===== src/rtl/trace_capture_unit.sv =====
// Trace capture unit: records time-stamped samples into a circular buffer around
// a value/mask trigger and plays the captured window back oldest-first.
module trace_capture_unit #(
  parameter int DATA_W       = 24,
  parameter int TS_W         = 16,
  parameter int DEPTH        = 16,
  parameter int POST_SAMPLES = 4
) (
  input  logic                       clk,
  input  logic                       rst,
  input  logic                       arm,
  input  logic                       sample_valid,
  input  logic [DATA_W-1:0]          sample_data,
  input  logic [DATA_W-1:0]          trig_value,
  input  logic [DATA_W-1:0]          trig_mask,
  input  logic                       force_trig,
  input  logic                       rd_en,
  output logic [TS_W+DATA_W-1:0]     rd_data,
  output logic                       rd_valid,
  output logic [1:0]                 state,
  output logic [$clog2(DEPTH):0]     words_avail,
  output logic                       wrapped
);

  localparam int AW = $clog2(DEPTH);
  localparam int CW = AW + 1;
  localparam int EW = TS_W + DATA_W;

  localparam logic [CW-1:0]   FULL_C    = CW'(DEPTH);
  localparam logic [CW-1:0]   POST_C    = CW'(POST_SAMPLES);
  localparam logic [CW-1:0]   CNT_ONE_C = CW'(1);
  localparam logic [AW-1:0]   PTR_ONE_C = AW'(1);
  localparam logic [TS_W-1:0] TS_ONE_C  = TS_W'(1);

  typedef enum logic [1:0] {
    ST_IDLE  = 2'd0,
    ST_ARMED = 2'd1,
    ST_POST  = 2'd2,
    ST_DONE  = 2'd3
  } state_t;

  state_t          state_r;
  state_t          state_next_s;
  logic [TS_W-1:0] ts_r;
  logic [AW-1:0]   wr_ptr_r;
  logic [AW-1:0]   rd_ptr_r;
  logic [CW-1:0]   fill_r;
  logic [CW-1:0]   post_cnt_r;
  logic            wrapped_r;
  logic [EW-1:0]   rd_data_r;
  logic            rd_valid_r;
  logic [EW-1:0]   mem_r [DEPTH];

  logic            hit_s;
  logic            wr_en_s;
  logic            rd_fire_s;
  logic            post_load_s;
  logic            done_load_s;
  logic            fill_full_s;
  logic [CW-1:0]   fill_inc_s;
  logic [AW-1:0]   wr_ptr_inc_s;
  logic [AW-1:0]   done_rd_ptr_s;

  assign hit_s = sample_valid &
                 (force_trig | (((sample_data ^ trig_value) & trig_mask) == {DATA_W{1'b0}}));

  // Saturating fill and the read pointer that points at the oldest entry once capture ends.
  always_comb begin
    fill_full_s  = (fill_r == FULL_C);
    wr_ptr_inc_s = wr_ptr_r + PTR_ONE_C;
    if (fill_full_s) begin
      fill_inc_s = fill_r;
    end else begin
      fill_inc_s = fill_r + CNT_ONE_C;
    end
    done_rd_ptr_s = wr_ptr_inc_s - fill_inc_s[AW-1:0];
  end

  // Next-state and per-cycle control; arm overrides samples and reads.
  always_comb begin
    state_next_s = state_r;
    wr_en_s      = 1'b0;
    rd_fire_s    = 1'b0;
    post_load_s  = 1'b0;
    done_load_s  = 1'b0;
    if (arm) begin
      state_next_s = ST_ARMED;
    end else begin
      case (state_r)
        ST_IDLE: begin
          state_next_s = ST_IDLE;
        end
        ST_ARMED: begin
          if (sample_valid) begin
            wr_en_s = 1'b1;
            if (hit_s) begin
              if (POST_SAMPLES == 0) begin
                state_next_s = ST_DONE;
                done_load_s  = 1'b1;
              end else begin
                state_next_s = ST_POST;
                post_load_s  = 1'b1;
              end
            end else begin
              state_next_s = ST_ARMED;
            end
          end else begin
            state_next_s = ST_ARMED;
          end
        end
        ST_POST: begin
          if (sample_valid) begin
            wr_en_s = 1'b1;
            if (post_cnt_r == CNT_ONE_C) begin
              state_next_s = ST_DONE;
              done_load_s  = 1'b1;
            end else begin
              state_next_s = ST_POST;
            end
          end else begin
            state_next_s = ST_POST;
          end
        end
        ST_DONE: begin
          if (rd_en && (fill_r != {CW{1'b0}})) begin
            rd_fire_s = 1'b1;
          end else begin
            rd_fire_s = 1'b0;
          end
        end
        default: begin
          state_next_s = ST_IDLE;
        end
      endcase
    end
  end

  // State register.
  always_ff @(posedge clk or negedge rst) begin
    if (!rst) begin
      state_r <= ST_IDLE;
    end else begin
      state_r <= state_next_s;
    end
  end

  // Free-running timestamp shared by all entries.
  always_ff @(posedge clk or negedge rst) begin
    if (!rst) begin
      ts_r <= {TS_W{1'b0}};
    end else begin
      ts_r <= ts_r + TS_ONE_C;
    end
  end

  // Capture storage; contents deliberately survive reset.
  always_ff @(posedge clk) begin
    if (wr_en_s) begin
      mem_r[wr_ptr_r] <= {ts_r, sample_data};
    end
  end

  // Pointers, fill/words counter, post-trigger count and wrap flag.
  always_ff @(posedge clk or negedge rst) begin
    if (!rst) begin
      wr_ptr_r   <= {AW{1'b0}};
      rd_ptr_r   <= {AW{1'b0}};
      fill_r     <= {CW{1'b0}};
      post_cnt_r <= {CW{1'b0}};
      wrapped_r  <= 1'b0;
    end else if (arm) begin
      wr_ptr_r   <= {AW{1'b0}};
      rd_ptr_r   <= {AW{1'b0}};
      fill_r     <= {CW{1'b0}};
      post_cnt_r <= {CW{1'b0}};
      wrapped_r  <= 1'b0;
    end else if (wr_en_s) begin
      wr_ptr_r <= wr_ptr_inc_s;
      fill_r   <= fill_inc_s;
      if (fill_full_s) begin
        wrapped_r <= 1'b1;
      end
      if (post_load_s) begin
        post_cnt_r <= POST_C;
      end else if (state_r == ST_POST) begin
        post_cnt_r <= post_cnt_r - CNT_ONE_C;
      end
      if (done_load_s) begin
        rd_ptr_r <= done_rd_ptr_s;
      end
    end else if (rd_fire_s) begin
      rd_ptr_r <= rd_ptr_r + PTR_ONE_C;
      fill_r   <= fill_r - CNT_ONE_C;
    end
  end

  // Registered readout.
  always_ff @(posedge clk or negedge rst) begin
    if (!rst) begin
      rd_data_r  <= {EW{1'b0}};
      rd_valid_r <= 1'b0;
    end else begin
      rd_valid_r <= rd_fire_s;
      if (rd_fire_s) begin
        rd_data_r <= mem_r[rd_ptr_r];
      end
    end
  end

  assign rd_data     = rd_data_r;
  assign rd_valid    = rd_valid_r;
  assign state       = state_r;
  assign words_avail = fill_r;
  assign wrapped     = wrapped_r;

endmodule


===== config.mk =====
export PLATFORM = sky130hd
export DESIGN_NAME = trace_capture_unit
export DESIGN_NICKNAME = d
export VERILOG_FILES = /design/src/rtl/trace_capture_unit.sv
export SDC_FILE = /design/constraint.sdc
export NUM_CORES = 1
export LEC_CHECK = 0
export BUFFER_PORTS_ARGS = -buffer_cell sky130_fd_sc_hd__buf_2
export CORE_MARGIN = 5
export CORE_UTILIZATION = 55
export CTS_CLUSTER_DIAMETER = 40
export CTS_CLUSTER_SIZE = 24
export DETAILED_ROUTE_END_ITERATION = 7
export GPL_TIMING_DRIVEN = 1
export PLACE_DENSITY = 0.75
export SYNTH_ARGS = -nofsm -noshare
export SYNTH_HDL_FRONTEND = slang
export SYNTH_SLANG_ARGS = --single-unit

===== constraint.sdc =====
create_clock -name clk -period 2.8 [get_ports clk]
set_clock_uncertainty 0.1 [all_clocks]
set_input_delay 0.56 -clock clk [delete_from_list [all_inputs] [get_ports clk]]
set_output_delay 0.56 -clock clk [all_outputs]
set_load 0.05 [all_outputs]

==> results.txt <==
----------------------------------------------------
[Route]
  Vias after detailed routing ... 15524
  Initial DRT Pass Iterations ... 5
  Average via count per standard cell ... 6.22
  Routed Antenna Nets ... 0
  Number of remaining DRC errors ... 0
  Wirelength per Cell ... 27.2 um
  Starting DRT DRC Count ... between 1500 and 2000
  Detailed Route WL ... 67800 um

[Timing]
  TNS Setup ... 0 ns
  Number of setup violations in the final report ... 0
  Worst hold slack ... between 0.1 and 0.15 ns
  Setup repair after global routing missed its margin ... false
  Final period utilization ... roughly 96%
  Hold Vio Cnt, Final ... 0
  Max-slew headroom at the worst pin ... about half
  Pins Over Slew Limit ... 0
  Worst slew pin tran ... 0.769 ns
  Final critical delay including setup and external delays ... between 2 and 3 ns
  Upper clock frequency limit ... 374 MHz

[Layout]
  Number of filler instances in the final layout ... about 3300
  Share of layout cells above drive strength 1 ... around 28%
  Multi-input combinational cell area ... around 7000 um2
  Footprint of the flip-flops and latches ... between 20000 and 25000 um2
  Antenna diode count ... 0
  Area growth from synthesis to layout ... 18.1%
  Post-route design area ... 33700 um2
  Post-layout utilization of the core ... between 60% and 70%
  Net count, final ... between 1500 and 2000

[Global routing]
  Maximum number of pins on one net before global-route repair ... around 60
  Antenna violations before repair ... 0
  Vias in the first global route ... between 15000 and 20000
  Overall Global Routing Usage ... between 20% and 30%
  Remaining global-route overflow ... 0
  Global-route wire length before repair ... about 100000 um

[Status]
  Run status ... finished clean

[Setup path]
  Kind of cell adding the most delay to the critical path ... simple AND/OR/NAND/NOR gates
  Endpoint type of the worst setup path ... flop
  Highest fanout seen on the critical path ... 13
  Buffering stage count on the worst path with inverters included ... 2
  CP Launch Point ... state[1]
  Delay of the slowest cell on the worst path ... 0.61 ns
  Data arrival time of the critical path ... 2.87 ns
  Slowest stage cell on the critical path ... sky130_fd_sc_hd__nor4b_1
  Worst path cell trace ... inv_1 -> ha_1 -> nand2_1 -> nor4b_1 -> and2_2 -> buf_4
  CP startpoint kind ... flop
  Category of the critical setup timing path ... reg2reg
  Worst R2R Start ... state[1]
  Data required time at the worst endpoint ... ~3.0 ns

[Clock tree]
  CTS root buffer ... sky130_fd_sc_hd__clkbuf_16
  Number of buffers inserted by post-CTS setup repair ... 0
  Clock transition at path regs ... approximately 0.06 ns
  Clk Latency, worst-skew pair ... roughly 0.63 ns
  CTS max path bufs ... 3
  Clock sinks ... 718
  Clock tree from TritonCTS ... built
  Total clock buffers created by CTS ... between 90 and 100
  H-Tree Depth ... 3

[Synth]
  Number of warnings printed during yosys synthesis ... 0
  Number of synthesized flops with an enable pin ... 640
  Share of synthesized area occupied by flip-flops and latches ... around three quarters
  Proportion of register bits with asynchronous set or reset after synthesis ... 10.9%
  Average size of a mapped cell ... approximately 19 um2
  Post-synth top flop ... sky130_fd_sc_hd__edfxtp_1
  Number of instances in the synthesized netlist ... between 1500 and 2000
  Cell area after technology mapping ... 28600 um2
  Post-synthesis cell type count ... 59
  Number of synthesized register bits ... 718
  Synthesized net count ... around 1600

[Floorplanning]
  Initial core utilization ... 55.6%
  I/O pin total ... 127
  Number of cell rows ... a little over 80
  Die Outline Area ... around 57000 um2
  Core box area ... about 51000 um2
  Overall die height ... approximately 240 um
  Overall die width ... approximately 240 um

[Pwr]
  Maximum resistive drop on vdd ... between 0.0009 and 0.001 V
  P_leak ... about 0.011 uW
  PwrDens ... 908 nW/um2
  Post-route total power ... a little over 30000 uW

[Job]
  Number of maximum-capacitance violations ... 0

[Placed design]
  Number of I/O port buffers ... about 130
  Cell area reported after detailed placement ... roughly 31000 um2
  Final weighted congestion in routability-driven placement ... 0.864
  Total half-perimeter wirelength after legalization and detailed placement ... a little under 40000 um

[Hold path]
  Min-Delay Path Class ... in2reg
  Hold Crit Start ... sample_data[9]

----------------------------------------------------
==> power by group <==
| group | internal (uW) | leakage (uW) | switching (uW) |
|---|---|---|---|
| registers | 12000 | 0.00643 | 271 |
| logic | 2360 | 0.00324 | 3920 |
| clock network | 7390 | 0.00156 | 4690 |
| total | 21800 | 0.0112 | 8870 |
==> area by class of cell <==
| type | instances | share of cell area, % |
|---|---|---|
| Clock buffer | 103 | 7.07 |
| Clock inverter | 68 | 2.41 |
| Inverter | 14 | 0.156 |
| Multi-Input combinational cell | 708 | 20.4 |
| Sequential cell | 718 | 62.8 |
| Tap cell | 680 | 2.52 |
| Timing Repair Buffer | 204 | 4.66 |
==> cells in the final DEF (no fill, tap or decap), types with 9 or more instances in the layout <==
cell type | synthesis | final
sky130_fd_sc_hd__ha_1 | 18 | 18
sky130_fd_sc_hd__buf_4 | 7 | 50
sky130_fd_sc_hd__buf_2 | 20 | 125
sky130_fd_sc_hd__mux2i_1 | 98 | 98
sky130_fd_sc_hd__xnor2_1 | 18 | 18
sky130_fd_sc_hd__a22oi_1 | 20 | 20
sky130_fd_sc_hd__nand2_1 | 88 | 87
sky130_fd_sc_hd__clkinv_2 | 0 | 11
sky130_fd_sc_hd__and2_2 | 0 | 12
sky130_fd_sc_hd__edfxtp_1 | 640 | 640
sky130_fd_sc_hd__nor3_1 | 23 | 22
sky130_fd_sc_hd__o22ai_1 | 13 | 13
sky130_fd_sc_hd__dfrtp_1 | 78 | 74
sky130_fd_sc_hd__a211o_1 | 17 | 17
sky130_fd_sc_hd__buf_12 | 1 | 28
sky130_fd_sc_hd__nor2_1 | 38 | 38
sky130_fd_sc_hd__xor2_1 | 34 | 34
sky130_fd_sc_hd__nand3_1 | 12 | 12
sky130_fd_sc_hd__o221ai_1 | 46 | 46
sky130_fd_sc_hd__clkbuf_1 | 29 | 9
sky130_fd_sc_hd__bufinv_16 | 0 | 12
sky130_fd_sc_hd__mux4_2 | 120 | 120
sky130_fd_sc_hd__clkbuf_16 | 0 | 94
sky130_fd_sc_hd__nand4_1 | 9 | 9
sky130_fd_sc_hd__inv_1 | 13 | 13
sky130_fd_sc_hd__a21oi_1 | 14 | 14
sky130_fd_sc_hd__o21ai_1 | 67 | 67
sky130_fd_sc_hd__clkinv_1 | 0 | 11
==> per-stage QoR <==
step	worst slack, ns	instances
final	0.124	2495
after global routing	0.0189	2495
after CTS	0.152	2495
after detailed placement	0.166	2323
after global placement	0.198	2323
after floorplan	0.0183	1522
==> layer usage <==
metal | vias up | share of wire, % | track usage (%) | wire length, um
met4 | 0 | 3.4 | 8.85 | 2330
met1 | 8030 | 39 | 33.0 | 26500
met3 | 131 | 7.9 | 4.52 | 5330
li1 | 6614 | - | - | -
met5 | - | 0 | 0 | 0
met2 | 749 | 50 | 39.8 | 33700
==> worst paths after layout <==
check	cells past startpoint	slack, ns	endpoint
worst max-delay path	6	0.12	mem_r[10][22]
worst min-delay path	1	0.10	mem_r[6][9]
worst max register to register	6	0.12	mem_r[10][22]
worst min register to register	2	0.37	rd_data[20]
max in group asynchronous	3	1.30	rd_data[21]
min in group asynchronous	2	0.42	wrapped
==> sequential cells by signal, summed over array words and instances (netlist names) <==
signal / count
rd_data: 40
post_cnt_r: 5
wr_ptr_r: 4
ts_r: 16
state: 2
words_avail: 5
wrapped: 1
mem_r: 640
rd_valid: 1
rd_ptr_r: 4
==> timing repair <==
action | 4_1_cts | 5_1_grt
resized for setup | 0 | 1
hold endpoints to repair | 36 | 0
hold buffers | 1 | 0
setup endpoints to repair | 0 | 1
==> logic make-up after synthesis <==
kind of cell / count (synthesis) / synth area share [%]
buf+inv: 96 / 1.97
compound gates: 208 / 5.13
fa+ha+maj: 19 / 0.858
flops: 718 / 74.1
simple gates: 210 / 3.42
xor+xnor: 52 / 1.59
mux: 219 / 12.9
==> cell usage after synthesis (all sizes together), types with 2 or more instances <==
| cell type | n | area share (%) |
|---|---|---|
| edfxtp | 640 | 67 |
| mux4 | 120 | 9.5 |
| mux2i | 98 | 3.4 |
| nand2 | 88 | 1.2 |
| dfrtp | 78 | 6.8 |
| o21ai | 74 | 1.3 |
| buf | 52 | 1.4 |
| o221ai | 46 | 1.4 |
| nor2 | 39 | 0.54 |
| xor2 | 34 | 1.0 |
| clkbuf | 30 | 0.40 |
| nor3 | 24 | 0.44 |
| a22oi | 20 | 0.53 |
| and2 | 18 | 0.39 |
| ha | 18 | 0.79 |
| xnor2 | 18 | 0.55 |
| a211o | 17 | 0.52 |
| o22ai | 17 | 0.46 |
| a21oi | 14 | 0.25 |
| inv | 14 | 0.18 |
| nand3 | 12 | 0.21 |
| nand4 | 9 | 0.20 |
| and3 | 5 | 0.11 |
| nand2b | 4 | 0.088 |
| o31ai | 4 | 0.12 |
| a21o | 3 | 0.079 |
| a2bb2oi | 3 | 0.092 |
| a211oi | 2 | 0.070 |
| and4 | 2 | 0.061 |
| nor4 | 2 | 0.044 |
| nor4b | 2 | 0.061 |
| or2 | 2 | 0.044 |
==> worst reg2reg max path: cells and delay by family (launching register included) <==
kind                     cells  cell delay (ns)
adder cells (fa/ha/maj)      1             0.31
buffers and inverters        2             0.39
flip-flops                   1             0.42
AND/OR/NAND/NOR              3             1.14
(Power assumes the default switching activity.)
